`src/rtl/fetch_queue.sv`:
```
// Decoupled instruction-fetch front end: owns the fetch PC, issues one word request at a time
// over a req/ack memory port and buffers returned {instr, pc} pairs in a show-ahead FIFO.
module fetch_queue #(
   parameter int          DEPTH    = 4,
   parameter logic [31:0] RESET_PC = 32'h0000_0000
) (
   input  logic        clk,
   input  logic        reset,
   input  logic        redirect_en,
   input  logic [31:0] redirect_pc,
   output logic        imem_req,
   output logic [31:0] imem_addr,
   input  logic        imem_ack,
   input  logic [31:0] imem_rdata,
   output logic        instr_valid,
   input  logic        instr_ready,
   output logic [31:0] instrF,
   output logic [31:0] pcF,
   output logic [31:0] pc_plus_4F
);

   localparam int PW = (DEPTH > 1) ? $clog2(DEPTH) : 1;
   localparam int CW = PW + 1;
   localparam logic [31:0] NOP = 32'h0000_0013;

   logic [31:0]   instrMem [DEPTH];
   logic [31:0]   pcMem    [DEPTH];
   logic [PW-1:0] rdPtr;
   logic [PW-1:0] wrPtr;
   logic [CW-1:0] count;
   logic [CW-1:0] countNext;
   logic [31:0]   fetchPc;
   logic [31:0]   fetchPcNext;
   logic          killPending;

   logic ackSeen;
   logic stillOutstanding;
   logic doPush;
   logic doPop;
   logic issue;

   // Memory side: imem_req/imem_addr stay stable from the cycle they rise until the cycle with
   // imem_ack high, which completes the transfer. Decode side: the head moves when instr_valid & instr_ready.
   assign ackSeen          = imem_req & imem_ack;
   assign stillOutstanding = imem_req & ~imem_ack;
   assign doPush           = ackSeen & ~killPending & ~redirect_en;
   assign doPop            = instr_valid & instr_ready & ~redirect_en;

   assign instr_valid = (count != '0);
   assign instrF      = instr_valid ? instrMem[rdPtr] : NOP;
   assign pcF         = instr_valid ? pcMem[rdPtr] : 32'h0000_0000;
   assign pc_plus_4F  = pcF + 32'd4;

   always_comb begin
      countNext = count;
      if (redirect_en) begin
         countNext = '0;
      end else if (doPush && !doPop) begin
         countNext = count + CW'(1);
      end else if (!doPush && doPop) begin
         countNext = count - CW'(1);
      end
   end

   always_comb begin
      fetchPcNext = fetchPc;
      if (redirect_en) begin
         fetchPcNext = {redirect_pc[31:2], 2'b00};
      end else if (doPush) begin
         fetchPcNext = fetchPc + 32'd4;
      end
   end

   // Looking at the post-edge occupancy lets a new request follow an ack back to back.
   assign issue = ~stillOutstanding & (countNext < CW'(DEPTH));

   always_ff @(posedge clk) begin
      if (doPush) begin
         instrMem[wrPtr] <= imem_rdata;
         pcMem[wrPtr]    <= imem_addr;
      end
   end

   always_ff @(posedge clk) begin
      if (reset) begin
         fetchPc     <= RESET_PC;
         count       <= '0;
         rdPtr       <= '0;
         wrPtr       <= '0;
         killPending <= 1'b0;
         imem_req    <= 1'b0;
         imem_addr   <= RESET_PC;
      end else begin
         fetchPc <= fetchPcNext;
         count   <= countNext;
         if (redirect_en) begin
            rdPtr <= '0;
            wrPtr <= '0;
         end else begin
            if (doPush) wrPtr <= wrPtr + PW'(1);
            if (doPop)  rdPtr <= rdPtr + PW'(1);
         end
         // A request caught by a redirect is never withdrawn; its data is dropped on ack instead.
         if (redirect_en && stillOutstanding) begin
            killPending <= 1'b1;
         end else if (ackSeen) begin
            killPending <= 1'b0;
         end
         imem_req <= stillOutstanding | issue;
         if (issue) imem_addr <= fetchPcNext;
      end
   end

endmodule

```
`config.mk`:
```
export PLATFORM = sky130hd
export DESIGN_NAME = fetch_queue
export DESIGN_NICKNAME = d
export VERILOG_FILES = /design/src/rtl/fetch_queue.sv
export SDC_FILE = /design/constraint.sdc
export NUM_CORES = 1
export LEC_CHECK = 0
export ABC_AREA = 1
export CORE_ASPECT_RATIO = 1.4
export CORE_UTILIZATION = 55
export CTS_BUF_LIST = sky130_fd_sc_hd__clkbuf_8
export CTS_CLUSTER_SIZE = 10
export DETAILED_ROUTE_END_ITERATION = 7
export GPL_ROUTABILITY_DRIVEN = 1
export HOLD_SLACK_MARGIN = 0.06
export PLACE_DENSITY = 0.8
export SKIP_LAST_GASP = 1
export SYNTH_ARGS = -nofsm -noshare
export SYNTH_HDL_FRONTEND = slang
export SYNTH_SLANG_ARGS = --single-unit
```
`constraint.sdc`:
```
create_clock -name clk -period 17.05 [get_ports clk]
set_input_delay 5.115 -clock clk [delete_from_list [all_inputs] [get_ports clk]]
set_output_delay 5.115 -clock clk [all_outputs]
set_load 0.01 [all_outputs]
```
==> reports/summary.txt <==
CTS resizes - 0
CTS tree - done
Initial antenna violation count - 0
Vias - 11780
Fin crit share - 55.86%
Power per cell area - 89.89 nW/um^2
Initial Utilization - 56.12%
Synth async-reset ratio - 0%
Die width - 142.1 um
Crit-path slowest cell - buf_4
Fin nets - 1913
Met3 Use GR - 5.200%
Clock Path Buffers - 3
# Post-CTS Setup Buffers - 0
Worst R2R End - imem_addr[11]
Setup crit start kind - register
Final HPWL DP - 23840 um
Worst skew pair latency - 0.58 ns
Largest net degree at the start of global routing - 76
Top FF cell, synth - edfxtp_1
Hold EP - fetchPc[1]
H-Tree Level Count - 2
WS Path Type - reg2out
Final Setup Violations - 0
I/O Pins - 199
Cell with the most instances after synthesis - nand2_1
Hold path depth - 2
Post-synth EDFFs - 256
Min cycle time layout - 9.524 ns
# Max-Cap Violations - 0
GRT Total Usage - 26.76%
Sequential-to-total area share from yosys stat - 60.82%
Ant diodes - 0
Post-DRT Antenna Nets - 0
Dominant cell type by area after synthesis - edfxtp_1
Root Driver - clkbuf_8
Worst hold path startpoint - fetchPc[1]
Hold Crit Class - reg2reg
RSZ-0062 raised after global routing - no
Clk slew on worst S/H paths - 0.06 ns
Synth area leaders - edfxtp_1 (51%), nand2_1 (11%), dfxtp_1 (9.9%), nor2_1 (6.4%), nand3_1 (4.6%)
Commonest cells post-synth - nand2_1 (439), nor2_1 (258), edfxtp_1 (256)
Slew at the pin with the worst max-slew slack - 1.112 ns
Post-synthesis cell count - 1647
Status - finished, final reports clean
WHS - 0.4451 ns
Port Buffers - 196
FF+latch area - 9194 um^2
Yosys reg bits - 331
VDD IR-drop max - 57.66 uV
Core footprint - 26920 um^2
Yosys top cell area share - 50.89%
Post-Synthesis Cell Area - 15110 um^2
CP Max Fanout - 72
# fillers - 2106
Die ar. - 28140 um^2
Post-DR vias/cell - 5.266
DRT iter0 DRCs - 649
Buf/Inv on CP - 6
GR Util met2 - 47.24%
Gpl congestion - 0.9325
Drt drc - 0
Total Neg Setup Slack - 0 ns
Layout cells sized above 1 - 7.906%
CP cell instances - buf_4, inv_2, buf_4, nand3_1, nand2_1, nand2_1, inv_1, ha_1, nand3_2, nor2_2, nand2_1, xor2_1, inv_1, clkdlybuf4s50_1
Count of cell types in the netlist - 36
CTS Hold Bufs - 0
Hold Vio Cnt, Final - 0
Inserted Clock Buffers - 47
Mapped Nets - 1727
Static Leak - 0.006976 uW
Grt met1 use - 30.65%
Worst relative slew slack - 25.77%
Multi-input logic area - 5099 um^2
Busiest grt layer - met2
Critical path's most frequent cell - nand2_1
Die Y - 198.1 um
Crit end category - primary output
Synthesis-to-finish area growth - 20.56%
Kind of cell adding the most delay to the critical path - buffers and inverters
Total global routing overflow - 0
Required @ worst endpoint - 11.93 ns
Avg Cell Area, Syn - 9.172 um^2
DR pass1 iterations - 5
Clock Sinks - 331
Vias in the first global route - 11350
First-pass GRT wire length - 57720 um
Final-report max-slew violation count - 0
Final setup skew - 0.02245 ns
Worst flop-to-flop path startpoint - count[0]
Flop2flop setup slack - 13.37 ns
Routed len/inst - 16.78 um
FP Rows - 71
FMAX - 0.1050 GHz
R2r worst-path depth - 14
Data arrival, critical path - 4.41 ns
Yosys warns - 0
Slowest stage delay, CP - 0.70 ns
WL final - 37550 um
tightest hold or removal path, cell delays in order (launching register included):
cell and delay [ns]:
dfxtp_1 0.30, nand2_1 0.05, nor2_1 0.05
metal layers:
layer / wire length, um / share of wire (%)
met1: 14100 / 38
met2: 18690 / 50
met3: 3066 / 8.2
met4: 1683 / 4.5
met5: 0 / 0
cells by family (layout without fill, tap and decap cells):
group,Yosys count,in the layout,synth area share [%]
compound gates,159,159,5.442
xor+xnor,19,19,1.102
fa+ha+maj,11,11,0.9110
buf+inv,197,422,5.624
flops,331,331,60.82
simple gates,930,930,26.10
cell type report:
type,instances,share of cell area [%]
clock buffers,50,3.779
well taps,365,2.508
repair buffers,208,11.27
clock inverters,38,1.360
flip-flops and latches,331,50.48
inverters,126,2.611
multi-input cells,1119,28.00
flip-flops by register name, summed over array words and instances (netlist names), named ones only:
name,count
count,3
pcMem,128
instrMem,128
imem_req,1
imem_addr,32
killPending,1
fetchPc,32
rdPtr,2
wrPtr,2
power by group:
group          internal, uW  total [uW]  switching [uW]
clock network           320         612             292
logic                  53.9         121            66.8
registers               888         904            16.8
per-stage QoR:
step	cells	instance area (um^2)	power [uW]	utilization (%)	worst slack (ns)
global route	2237	18210	1696	67.66	7.203
detailed placement	2149	17280	1041	64.18	8.085
finish	2237	18210	1637	67.66	7.526
global placement	2149	17280	1038	64.18	8.086
floorplan	1647	15110	974.6	-	8.071
CTS	2237	18210	1649	67.66	7.454
worst max path at each step:
stage | startpoint | end | slack, ns | depth (start not counted)
floorplan | imem_ack | instrMem[0][0] | 8.07 | 5
CTS | register | pc_plus_4F[12] | 7.45 | 14
global route | register | pc_plus_4F[12] | 7.20 | 14
detailed placement | register | pc_plus_4F[12] | 8.08 | 14
finish | register | pc_plus_4F[12] | 7.53 | 14
global placement | register | pc_plus_4F[12] | 8.09 | 14
layout by cell type, fill, tap and decap left out, types with 2 or more instances in the layout:
cell type        instances
nand2_1                439
inv_2                    5
nor3_1                  12
xnor2_1                  4
clkinv_1                 8
nand2_2                  5
clkdlybuf4s50_1        196
dfxtp_1                 73
bufinv_16                3
and2_1                   5
xor2_1                  15
nand3_2                  5
ha_1                    11
o21ai_0                 98
o21ai_1                  5
nor2_2                  31
a21oi_1                 48
nand3_1                138
clkbuf_8                50
o311ai_0                 3
or2_2                   13
edfxtp_1               256
nor2_1                 254
buf_4                   12
clkinvlp_4               2
clkinv_2                 7
inv_1                  136
nor2_4                   8
nand4_1                 16
o22a_1                   2
Note: power is estimated with default switching activity, not from simulation.
